--- config.mk ---
export PLATFORM = sky130hd
export DESIGN_NAME = rapcla_pipe_v
export DESIGN_NICKNAME = d
export VERILOG_FILES = /design/src/rtl/rapcla_pkg.sv /design/src/rtl/rapcla_core_v.sv /design/src/rtl/rapcla_pipe_v.sv
export SDC_FILE = /design/constraint.sdc
export NUM_CORES = 1
export LEC_CHECK = 0
export CORE_MARGIN = 1.5
export CORE_UTILIZATION = 25
export CTS_BUF_LIST = sky130_fd_sc_hd__clkbuf_2
export DETAILED_ROUTE_END_ITERATION = 12
export GPL_TIMING_DRIVEN = 0
export HOLD_SLACK_MARGIN = 0.08
export PLACE_DENSITY = 0.54
export SLEW_MARGIN = 30
export SYNTH_ARGS = -nofsm -noshare
export SYNTH_HDL_FRONTEND = slang
export SYNTH_SLANG_ARGS = --single-unit
--- constraint.sdc ---
create_clock -name CLK -period 8.11 [get_ports CLK]
set_input_delay 0.811 -clock CLK [delete_from_list [all_inputs] [get_ports CLK]]
set_output_delay 0.811 -clock CLK [all_outputs]
set_load 0.005 [all_outputs]
--- src/rtl/rapcla_pkg.sv ---
// Shared RAPCLA definitions: group count, parameter legality check, result bundle layout.
// Bundle is {err_flag, cout, sum[SIZE-1:0]}, so it is SIZE+2 bits wide.
`define RAPCLA_CHECK_PARAMS(SZ, GS, WIN, STG) \
  if (((SZ) % (GS)) != 0 || (WIN) < 1 || (WIN) > (GS) || (STG) < 1 || (STG) > 4) begin : g_bad_params \
    $error("rapcla: illegal SIZE/GROUPSIZE/WINDOW/STAGES combination"); \
  end

package rapcla_pkg;

  function automatic int calc_ng(input int size, input int groupsize);
    return size / groupsize;
  endfunction

  function automatic int res_w(input int size);
    return size + 2;
  endfunction

  function automatic int cout_bit(input int size);
    return size;
  endfunction

  function automatic int err_bit(input int size);
    return size + 1;
  endfunction

endpackage

--- src/rtl/rapcla_core_v.sv ---
// Combinational approximate CLA: per-group exact or window-speculated carry, plus exact reference sum.
// Zero latency, no flow control.
module rapcla_core_v
  import rapcla_pkg::*;
#(
  parameter int SIZE      = 16,
  parameter int GROUPSIZE = 8,
  parameter int WINDOW    = 4,
  localparam int NG       = calc_ng(SIZE, GROUPSIZE)
) (
  input  logic [SIZE-1:0] a,
  input  logic [SIZE-1:0] b,
  input  logic            cin,
  input  logic [NG-1:0]   rcon,
  output logic [SIZE-1:0] approx_sum,
  output logic            approx_cout,
  output logic [SIZE-1:0] exact_sum,
  output logic            exact_cout
);

  logic                 carry;
  logic [GROUPSIZE:0]   gsum;
  logic [WINDOW:0]      wsum;

  // Speculated carry ignores everything below the window: carry-in to the window is taken as 0.
  always_comb begin
    carry      = cin;
    gsum       = '0;
    wsum       = '0;
    approx_sum = '0;
    for (int g = 0; g < NG; g++) begin
      gsum = {1'b0, a[g*GROUPSIZE +: GROUPSIZE]} + {1'b0, b[g*GROUPSIZE +: GROUPSIZE]}
           + {{GROUPSIZE{1'b0}}, carry};
      wsum = {1'b0, a[g*GROUPSIZE+GROUPSIZE-WINDOW +: WINDOW]}
           + {1'b0, b[g*GROUPSIZE+GROUPSIZE-WINDOW +: WINDOW]};
      approx_sum[g*GROUPSIZE +: GROUPSIZE] = gsum[GROUPSIZE-1:0];
      carry = rcon[g] ? wsum[WINDOW] : gsum[GROUPSIZE];
    end
    approx_cout = carry;
  end

  assign {exact_cout, exact_sum} = {1'b0, a} + {1'b0, b} + {{SIZE{1'b0}}, cin};

endmodule

--- src/rtl/rapcla_pipe_v.sv ---
// Pipelined approximate adder with error monitor; latency STAGES cycles, 1 result/cycle.
// Valid/ready on both sides; a stalled stage holds its bundle, IN_READY drops once the pipe is full.
module rapcla_pipe_v
  import rapcla_pkg::*;
#(
  parameter int SIZE      = 16,
  parameter int GROUPSIZE = 8,
  parameter int WINDOW    = 4,
  parameter int STAGES    = 2,
  parameter int CNTW      = 16,
  localparam int NG       = calc_ng(SIZE, GROUPSIZE)
) (
  input  logic            CLK,
  input  logic            RST_N,
  input  logic            IN_VALID,
  output logic            IN_READY,
  input  logic [SIZE:1]   A,
  input  logic [SIZE:1]   B,
  input  logic            CIN,
  input  logic [NG:1]     APPROXRCON,
  output logic            OUT_VALID,
  input  logic            OUT_READY,
  output logic [SIZE:1]   SUM,
  output logic            COUT,
  output logic            ERR_FLAG,
  input  logic            CLR_CNT,
  output logic [CNTW-1:0] ERR_CNT,
  output logic [CNTW-1:0] OP_CNT
);

  localparam int RW     = res_w(SIZE);
  localparam int COUT_B = cout_bit(SIZE);
  localparam int ERR_B  = err_bit(SIZE);

  `RAPCLA_CHECK_PARAMS(SIZE, GROUPSIZE, WINDOW, STAGES)

  logic [SIZE-1:0]   approx_sum;
  logic [SIZE-1:0]   exact_sum;
  logic              approx_cout;
  logic              exact_cout;
  logic [RW-1:0]     res_in;
  logic [STAGES-1:0] v;
  logic [RW-1:0]     d [STAGES];
  logic [STAGES-1:0] rdy;
  logic              rdy_chain;
  logic              xfer;

  rapcla_core_v #(
    .SIZE      (SIZE),
    .GROUPSIZE (GROUPSIZE),
    .WINDOW    (WINDOW)
  ) u_core (
    .a           (A),
    .b           (B),
    .cin         (CIN),
    .rcon        (APPROXRCON),
    .approx_sum  (approx_sum),
    .approx_cout (approx_cout),
    .exact_sum   (exact_sum),
    .exact_cout  (exact_cout)
  );

  assign res_in = {({approx_cout, approx_sum} != {exact_cout, exact_sum}), approx_cout, approx_sum};

  // A stage can take new data when it is empty or its occupant moves on this cycle.
  always_comb begin
    rdy_chain = OUT_READY;
    rdy       = '0;
    for (int i = STAGES - 1; i >= 0; i--) begin
      rdy_chain = !v[i] || rdy_chain;
      rdy[i]    = rdy_chain;
    end
  end

  always_ff @(posedge CLK) begin
    if (!RST_N) begin
      v <= '0;
      for (int i = 0; i < STAGES; i++) d[i] <= '0;
    end else begin
      if (rdy[0]) begin
        v[0] <= IN_VALID;
        if (IN_VALID) d[0] <= res_in;
      end
      for (int i = 1; i < STAGES; i++) begin
        if (rdy[i]) begin
          v[i] <= v[i-1];
          if (v[i-1]) d[i] <= d[i-1];
        end
      end
    end
  end

  assign IN_READY  = rdy[0];
  assign OUT_VALID = v[STAGES-1];
  assign SUM       = d[STAGES-1][SIZE-1:0];
  assign COUT      = d[STAGES-1][COUT_B];
  assign ERR_FLAG  = d[STAGES-1][ERR_B];
  assign xfer      = OUT_VALID && OUT_READY;

  always_ff @(posedge CLK) begin
    if (!RST_N || CLR_CNT) begin
      OP_CNT  <= '0;
      ERR_CNT <= '0;
    end else if (xfer) begin
      if (OP_CNT != '1) OP_CNT <= OP_CNT + 1'b1;
      if (ERR_FLAG && ERR_CNT != '1) ERR_CNT <= ERR_CNT + 1'b1;
    end
  end

endmodule

# [Word-level counts from Yosys, hierarchy flattened]
# Memory sizes are Yosys's and may differ from the RTL's.
# Index checks and enable logic that the tools add are counted.
[op_classes] bitwise=2 n_reduce_logical=10 n_eq_ne=3 mux=13 addsub=10
[ops] op="two-way mux 18 bit" count=2
[ops] op="adder 16 x 1 -> 16 bit (second input constant)" count=2
[ops] op="inequality test 16 bit (second input constant)" count=2
[ops] op="adder 8 x 8 -> 9 bit" count=2
[ops] op="adder 9 x 1 -> 9 bit" count=2
[ops] op="adder 16 x 16 -> 17 bit" count=1
[ops] op="adder 17 x 1 -> 17 bit" count=1
[ops] op="inequality test 17 bit" count=1
[ops] op="two-way mux 1 bit" count=11
[ops] op="adder 4 x 4 -> 5 bit" count=2
[ops] op="AND reduction 2 bit" count=2
[ops] op="logical NOT 1 bit" count=3
[ops] op="logical OR 1 bit" count=3
[ops] op="logical AND 1 bit" count=2
[ops] op="OR 1 bit" count=2
[totals] word_cells=43 in_bits=40 output_inout_bits=52 register_bits=34 ramBits=36 memories=1
[mem_list] memory="d" words=2 word_bits=18 rd=2 rd_clocked_by_memory_dff=0 write_ports=2 line_no="rapcla_pipe_v.sv:43" text="logic [RW-1:0] d [STAGES];"

# [Longest topological paths before layout]
# Gate-level depths: netlist of the first run.
[logic_depth] ltp_word=7 depth_mapped=19 mapped_depth_nobuf=19

# [Modules after synthesis]
# Synthesis of the first run repeated with hierarchy kept, for this count alone.
[hier_totals] hier_cells=464 area_unflattened_um2=4413.0
[modules_own_cells] mod="rapcla_pipe_v" cells_per_inst=323 area_per_inst_um2=3379.5 instances=1 seq_area_each_um2=1761.7
[modules_own_cells] mod="rapcla_core_v" cells_per_inst=141 area_per_inst_um2=1033.5 instances=1 seq_area_each_um2=0.0

# [Worst setup path after synthesis of the first run]
# OpenSTA, ideal clock, no wires.
[synth_timing] kind="in2reg" start="input A[1] (netlist bit)" end="memory d[0][14] (netlist bit) (data pin)" n_path_buf=0 t_arrival_ns=3.919 setup_slack_ns=3.925 setup_ns=0.266 cell_stages=19 t_required_ns=7.844 path_cell_list="inv_1 > fa_1 > inv_1 > fa_1 > a21o_1 > a21oi_1 > nor3b_1 > o21a_1 > nor2_1 > o21a_1 > fa_1 > fa_1 > nor2b_1 > o21ai_0 > a21boi_0 > o21ai_0 > nand2b_1 > xnor2_1 > nor2_1"
[synth_rtl] item="from (decl)" line_no="rapcla_pipe_v.sv:17" text="input logic [SIZE:1] A,"
[synth_rtl] item="to (decl)" line_no="rapcla_pipe_v.sv:43"

==> impl_metrics.yaml, run 1 <==
status:
  status: "complete, but fails checks"
  violations: "design-rule violations"
cells_and_area:
  multiInputGateArea_sq_um: 1840
  nFillCells: 1523
  n_antenna_cell: 0
  nNetsFinal: 548
  ff_latch_area_sq_um: 1760
  syn_to_final_growth_pct: 34.9
  fin_area_sq_um: 5110
  final_layout_size_suffix_gt1_share_pct: 8.74
setup_path:
  crit_path_end: "d[0][17]$_SDFFCE_PN0P_"
  critPathKind: "input port to flop"
  crit_path_start_kind: "input port"
  regToRegStartpoint: "v[1]$_SDFFE_PN0P_"
  end_kind: "flop"
  cp_data_required_time_ns: 8.46
  reg2reg_depth: 6
  rrSetupSlack_ns: 6.01
  crit_path_start: "A[1]"
  reg2reg_to: "d[0][15]$_SDFFCE_PN0P_"
  crit_fanout: 3
  cp.arrival_ns: 4.97
synth:
  synthCells: 384
  post-synth-top-count-cell: "nor2_1"
  synth_top_flop_cell: "edfxtp_1"
  async_reset_ff_share_pct: 0
  ys_seq_elements: 70
  synth_largest_area_cell: "edfxtp_1"
  syn-num-nets: 445
  syn_area_sq_um: 3790
  ys_seq_area_share_pct: 46.5
  netlist_top_cells_count: "54 x nor2_1, 36 x edfxtp_1, 34 x dfxtp_1, 29 x xor2_1, 24 x nand2_1"
  yosysTopAreaCellShare_pct: 28.5
  syn_avg_cell_area_sq_um: 9.88
  ys_types: 47
  synth_edf_count: 36
  yosysWarningCount: 0
  synth_area_leaders: "edfxtp_1 29%, dfxtp_1 18%, xor2_1 6.7%"
timing:
  tightest_slew_ns: 0.726
  tns_ns: 0
  relSlewSlack_pct: 51.5
  rsz0062_at_grt: "false"
  finalSetupViolations: 0
  hold_ws_ns: 0.533
  finalCritPeriodShare_pct: 56.9
  min_period_ns: 4.62
  maxSlewViolCount: 0
  final.setup.worst_slack_ns: 3.49
  fin_skew_ns: 0.0177
  fmax_mhz: 217
  hold_viol_final: 0
global_routing:
  grt_usage_pct: 10.4
  grt_pass1_wl_mm: 13.4
  grt_pass1_vias: 2823
  grt-ovfl-total: 0
  antenna_found_initial: 0
  grt_start_max_net_pins: 19
floorplanning:
  start_util_pct: 25.8
  core_area_sq_um: 14700
  die-area_sq_um: 15900
  fp.dieH_microns: 126
  dieWidth_microns: 126
  rows: 44
  io_pins: 92
clock_tree:
  numClockSinks: 70
  cts_tree: "built"
  postCtsSetupRepairBufs: 0
  cts_buffer_depth: 2
  clk_pin_slew_worst_paths_ns: 0.21
  htreeDepth: 3
  cts_hold_buf: 0
  root_buffer: "clkbuf_2"
  clkLatencyLatePin_ns: 0.50
  cts_buffers: 9
  post_cts_resized: 0
place:
  place_worst_setup_slack_ns: 2.96
  port_buffers: 91
  place_hpwl_mm: 6.52
  gp_congestion: 0.780
  dpl_cell_area_sq_um: 4950
worst_hold_path:
  hold_class: "flop to flop"
  hold_path_depth: 2
routing:
  drtAntennaViolNets: 0
  wl_mm: 8.06
  route.vias.total: 2921
  avgViaCountPerCell: 4.32
  dr.pass1.iters: 8
  drtIter0Drc: 193
  drc: 1
  wl_per_cell_microns: 11.9
pwr:
  power_density_nw_per_um2: 158
  vdd_drop_max_v: 0.0000584
  p_leak_uw: 0.00190
  power_uw: 810
job:
  drv_cap: 0
==> placed cells by master (no fill, tap or decap), types with 2 or more instances in the layout <==
| cell type | Yosys | layout |
|---|---|---|
| nor2_1 | 54 | 54 |
| nand2b_1 | 8 | 8 |
| clkinvlp_4 | 0 | 3 |
| nand4_1 | 7 | 7 |
| inv_1 | 14 | 14 |
| o21a_1 | 4 | 4 |
| clkbuf_1 | 6 | 6 |
| clkbuf_2 | 0 | 9 |
| xor2_1 | 29 | 29 |
| nor3_1 | 5 | 5 |
| and3_1 | 4 | 4 |
| nor3b_1 | 2 | 2 |
| edfxtp_1 | 36 | 36 |
| a21o_1 | 4 | 4 |
| nand3b_1 | 2 | 2 |
| buf_4 | 16 | 16 |
| clkdlybuf4s50_1 | 0 | 91 |
| nand3_1 | 15 | 15 |
| or3_1 | 3 | 3 |
| nand2_1 | 24 | 24 |
| o21ai_0 | 14 | 13 |
| and2_1 | 22 | 22 |
| bufinv_16 | 0 | 3 |
| a21oi_1 | 20 | 20 |
| dfxtp_1 | 34 | 34 |
| ha_1 | 17 | 17 |
| xnor2_1 | 12 | 12 |
| nor2b_1 | 5 | 5 |
| fa_1 | 4 | 4 |
| mux2i_1 | 2 | 2 |
==> per-layer routing <==
layer  GRT usage, %  share of wire, %
met1           12.6                46
met2           17.7                48
met3           2.76               4.6
met4           3.99               1.4
met5              0                 0
==> registers in the layout (all words and copies together) (netlist names) <==
register / count
ERR_CNT: 16
OP_CNT: 16
d: 36
v: 2
==> layout make-up <==
cell class                      instances  share of cell area (%)
Multi-Input combinational cell        278                    36.0
Sequential cell                        70                    34.4
Timing Repair Buffer                   92                    18.0
Tap cell                              184                    4.50
Buffer                                 22                    2.79
Clock inverter                          7                    2.37
Inverter                               14                    1.03
Clock buffer                            9                   0.881
==> stage by stage <==
stage | util, % | std cells
global route | 34.8 | 676
CTS | 34.8 | 676
global placement | 33.6 | 659
detailed placement | 33.7 | 660
finish | 34.8 | 676
floorplan | - | 384
==> how the worst min path moves through the flow <==
stage | startpoint | to
3_3_place_gp | OP_CNT[15]$_SDFFE_PP0P_ | OP_CNT[15]$_SDFFE_PP0P_
4_1_cts | OP_CNT[15]$_SDFFE_PP0P_ | OP_CNT[15]$_SDFFE_PP0P_
6_report | OP_CNT[15]$_SDFFE_PP0P_ | OP_CNT[15]$_SDFFE_PP0P_
3_5_place_dp | d[0][7]$_SDFFCE_PN0P_ | d[0][25]$_SDFFCE_PN0P_
2_1_floorplan | OP_CNT[13]$_SDFFE_PP0P_ | OP_CNT[13]$_SDFFE_PP0P_
5_1_grt | d[0][9]$_SDFFCE_PN0P_ | d[0][27]$_SDFFCE_PN0P_
==> logic make-up after synthesis <==
logic type	synth area share, %
compound gates	8.97
simple gates	21.7
xor+xnor	9.47
fa+ha+maj	7.72
buf+inv	5.15
mux	0.528
flops	46.5
==> worst max-delay path, cell delays in order <==
cell and delay (ns):
clkdlybuf4s50_1 0.45, inv_1 0.05, fa_1 0.43, inv_1 0.08, fa_1 0.20, a21o_1 0.16
a21oi_1 0.11, nor3b_1 0.19, o21a_1 0.13, nor2_1 0.04, o21a_1 0.19, fa_1 0.42
fa_1 0.44, nor2b_1 0.17, o21ai_0 0.14, a21boi_0 0.33, nand3_1 0.20, o22ai_1 0.20
nor3_1 0.07, a21oi_1 0.15
==> power breakdown <==
group / switching, uW / total, uW / internal, uW
registers: 4.93 / 399 / 394
clock network: 131 / 264 / 133
logic: 67.5 / 147 / 79.4
No activity file was read; power rests on OpenSTA's default activity.
==> run 2, diff against run 1 <==
==> constraint.sdc (replaced) <==
create_clock -name CLK -period 4.7 [get_ports CLK]
set_input_delay 0.47 -clock CLK [delete_from_list [all_inputs] [get_ports CLK]]
set_output_delay 0.47 -clock CLK [all_outputs]
set_load 0.005 [all_outputs]
==> results of run 2 <==
The final DEF is identical to that of run 1. Status: complete, but fails checks: design-rule violations.
Among the figures that moved: setup slack after placement 2.96 ns -> -0.106 ns; setup slack after layout 3.49 ns -> 0.423 ns; register-to-register setup slack 6.01 ns -> 2.60 ns; total power 810 uW -> 1400 uW; worst IR drop on VDD 0.0000584 V -> 0.000101 V
==> run 3, diff against run 2 <==
--- a/config.mk
+++ b/config.mk
@@ -11,7 +11,6 @@
 export DETAILED_ROUTE_END_ITERATION = 12
 export GPL_TIMING_DRIVEN = 0
 export HOLD_SLACK_MARGIN = 0.08
-export PLACE_DENSITY = 0.54
 export SLEW_MARGIN = 30
 export SYNTH_ARGS = -nofsm -noshare
 export SYNTH_HDL_FRONTEND = slang
==> impl_metrics.yaml, run 3 (synthesis gave the netlist of run 1 again) <==
setup_path:
  crit_fanout: 3
  critical_path.max_stage_delay_ns: 0.46
  path_buf_inv: 3
  cp.arrival_ns: 4.61
  critPathKind: "input port to flop"
  end_kind: "flop"
  cp_data_required_time_ns: 5.02
  crit_top_cell: "fa_1"
  crit_path_start_kind: "input port"
  path_cells: "clkdlybuf4s50_1 -> inv_1 -> fa_1 -> inv_1 -> fa_1 -> a21o_1 -> a21oi_1 -> nor3b_1 -> o21a_1 -> nor2_1 -> o21a_1 -> fa_1 -> fa_1 -> nor2b_1 -> o21ai_0 -> a21boi_0 -> nand3_1 -> o22ai_1 -> nor3_1 -> a21oi_1"
  cp_top_family: "adder cells"
  slowest_stage: "clkdlybuf4s50_1"
cells_and_area:
  mostFrequentLayoutCells: "91 x clkdlybuf4s50_1, 54 x nor2_1, 36 x edfxtp_1"
  final_layout_size_suffix_gt1_share_pct: 8.54
  regMostFlops: "d"
  nNetsFinal: 548
  largestRegisters: "d x36, ERR_CNT x16, OP_CNT x16"
  fin_area_sq_um: 5110
  n_antenna_cell: 0
  syn_to_final_growth_pct: 34.6
  largest_reg_flops: 36
  nFillCells: 1494
  layout_commonest_cell: "clkdlybuf4s50_1"
timing:
  min_period_ns: 4.30
  tightest_slew_ns: 0.665
  rsz0062_at_grt: "false"
  hold_viol_final: 0
  fmax_mhz: 233
  relSlewSlack_pct: 55.6
  hold_ws_ns: 0.532
  maxSlewViolCount: 0
  finalSetupViolations: 0
  fin_skew_ns: 0.0150
  finalCritPeriodShare_pct: 91.5
place:
  dpl_cell_area_sq_um: 4950
  port_buffers: 91
  gp_congestion: 0.776
  place_hpwl_mm: 6.43
status:
  status: "finished, final reports clean"
global_routing:
  grt_start_max_net_pins: 19
  grt-ovfl-total: 0
  grt_pass1_vias: 2789
  grt_pass1_wl_mm: 12.8
  grt_usage_pct: 9.94
  antenna_found_initial: 0
clock_tree:
  cts_hold_buf: 0
  clkLatencyLatePin_ns: 0.46
  clk_pin_slew_worst_paths_ns: 0.19
  post_cts_resized: 0
  cts_tree: "built"
  cts_buffer_depth: 2
  cts_buffers: 9
  numClockSinks: 70
  htreeDepth: 3
  postCtsSetupRepairBufs: 0
  root_buffer: "clkbuf_2"
routing:
  drc: 0
  route.vias.total: 2929
  dr.pass1.iters: 4
  drtIter0Drc: 102
  wl_mm: 7.82
  wl_per_cell_microns: 11.6
  drtAntennaViolNets: 0
  avgViaCountPerCell: 4.33
floorplanning:
  dieWidth_microns: 126
  die-area_sq_um: 15900
  core_area_sq_um: 14700
  rows: 44
  start_util_pct: 25.8
  io_pins: 92
  fp.dieH_microns: 126
job:
  drv_cap: 0
pwr:
  power_density_nw_per_um2: 268
  power_uw: 1370
  vdd_drop_max_v: 0.000106
  p_leak_uw: 0.00191
worst_hold_path:
  hold_class: "flop to flop"
-- run 3: cell type report --
cell class	count	area, sq um	area share [%]
buffer	22	143	2.79
clock buffer	9	45.0	0.882
multi-input combinational	278	1840	36.0
tap	184	230	4.51
timing repair buffer	92	922	18.1
inverter	14	52.6	1.03
clock inverter	7	113	2.21
sequential	70	1760	34.5
-- run 3: worst register-to-register path, cell delays in order, from the launching register on --
cell      delay (ns)
dfxtp_1         0.45
nor2b_1         0.40
nand2_1         0.18
nand2b_1        0.10
clkbuf_1        0.30
clkbuf_1        0.37
nor2_1          0.09
-- run 3: path summary, 6_finish.rpt --
path | from | end | slack [ns] | cells past startpoint
worst max register to register | v[1]$_SDFFE_PN0P_ | d[0][13]$_SDFFCE_PN0P_ | 2.56 | 6
worst min register to register | OP_CNT[13]$_SDFFE_PP0P_ | OP_CNT[13]$_SDFFE_PP0P_ | 0.53 | 2
worst min-delay path | OP_CNT[13]$_SDFFE_PP0P_ | OP_CNT[13]$_SDFFE_PP0P_ | 0.53 | 2
worst max-delay path | A[1] | d[0][17]$_SDFFCE_PN0P_ | 0.40 | 20
-- run 3: power breakdown --
| group | leakage [uW] | switching [uW] | internal, uW | total [uW] |
|---|---|---|---|---|
| registers | 0.000662 | 9.23 | 680 | 689 |
| clock network | 0.0000933 | 205 | 227 | 432 |
| logic | 0.00115 | 113 | 137 | 250 |
| total | 0.00191 | 327 | 1040 | 1370 |
-- run 3: per-stage QoR --
step	setup WS, ns	instances	TNS, ns	utilization, %
after CTS	0.452	676	0	34.7
after floorplan	0.856	384	0	-
after global routing	0.202	676	0	34.7
after global placement	-0.0327	659	-0.0327	33.6
final	0.401	676	0	34.7
after detailed placement	-0.0734	660	-0.0825	33.7
-- run 3: per-layer routing --
| metal | vias to the layer above | routed length [microns] | GRT usage [%] |
|---|---|---|---|
| met5 | - | 0 | 0 |
| met2 | 73 | 3990 | 18.2 |
| li1 | 1516 | - | - |
| met1 | 1334 | 3310 | 11.3 |
| met3 | 6 | 439 | 2.21 |
| met4 | 0 | 82 | 3.85 |
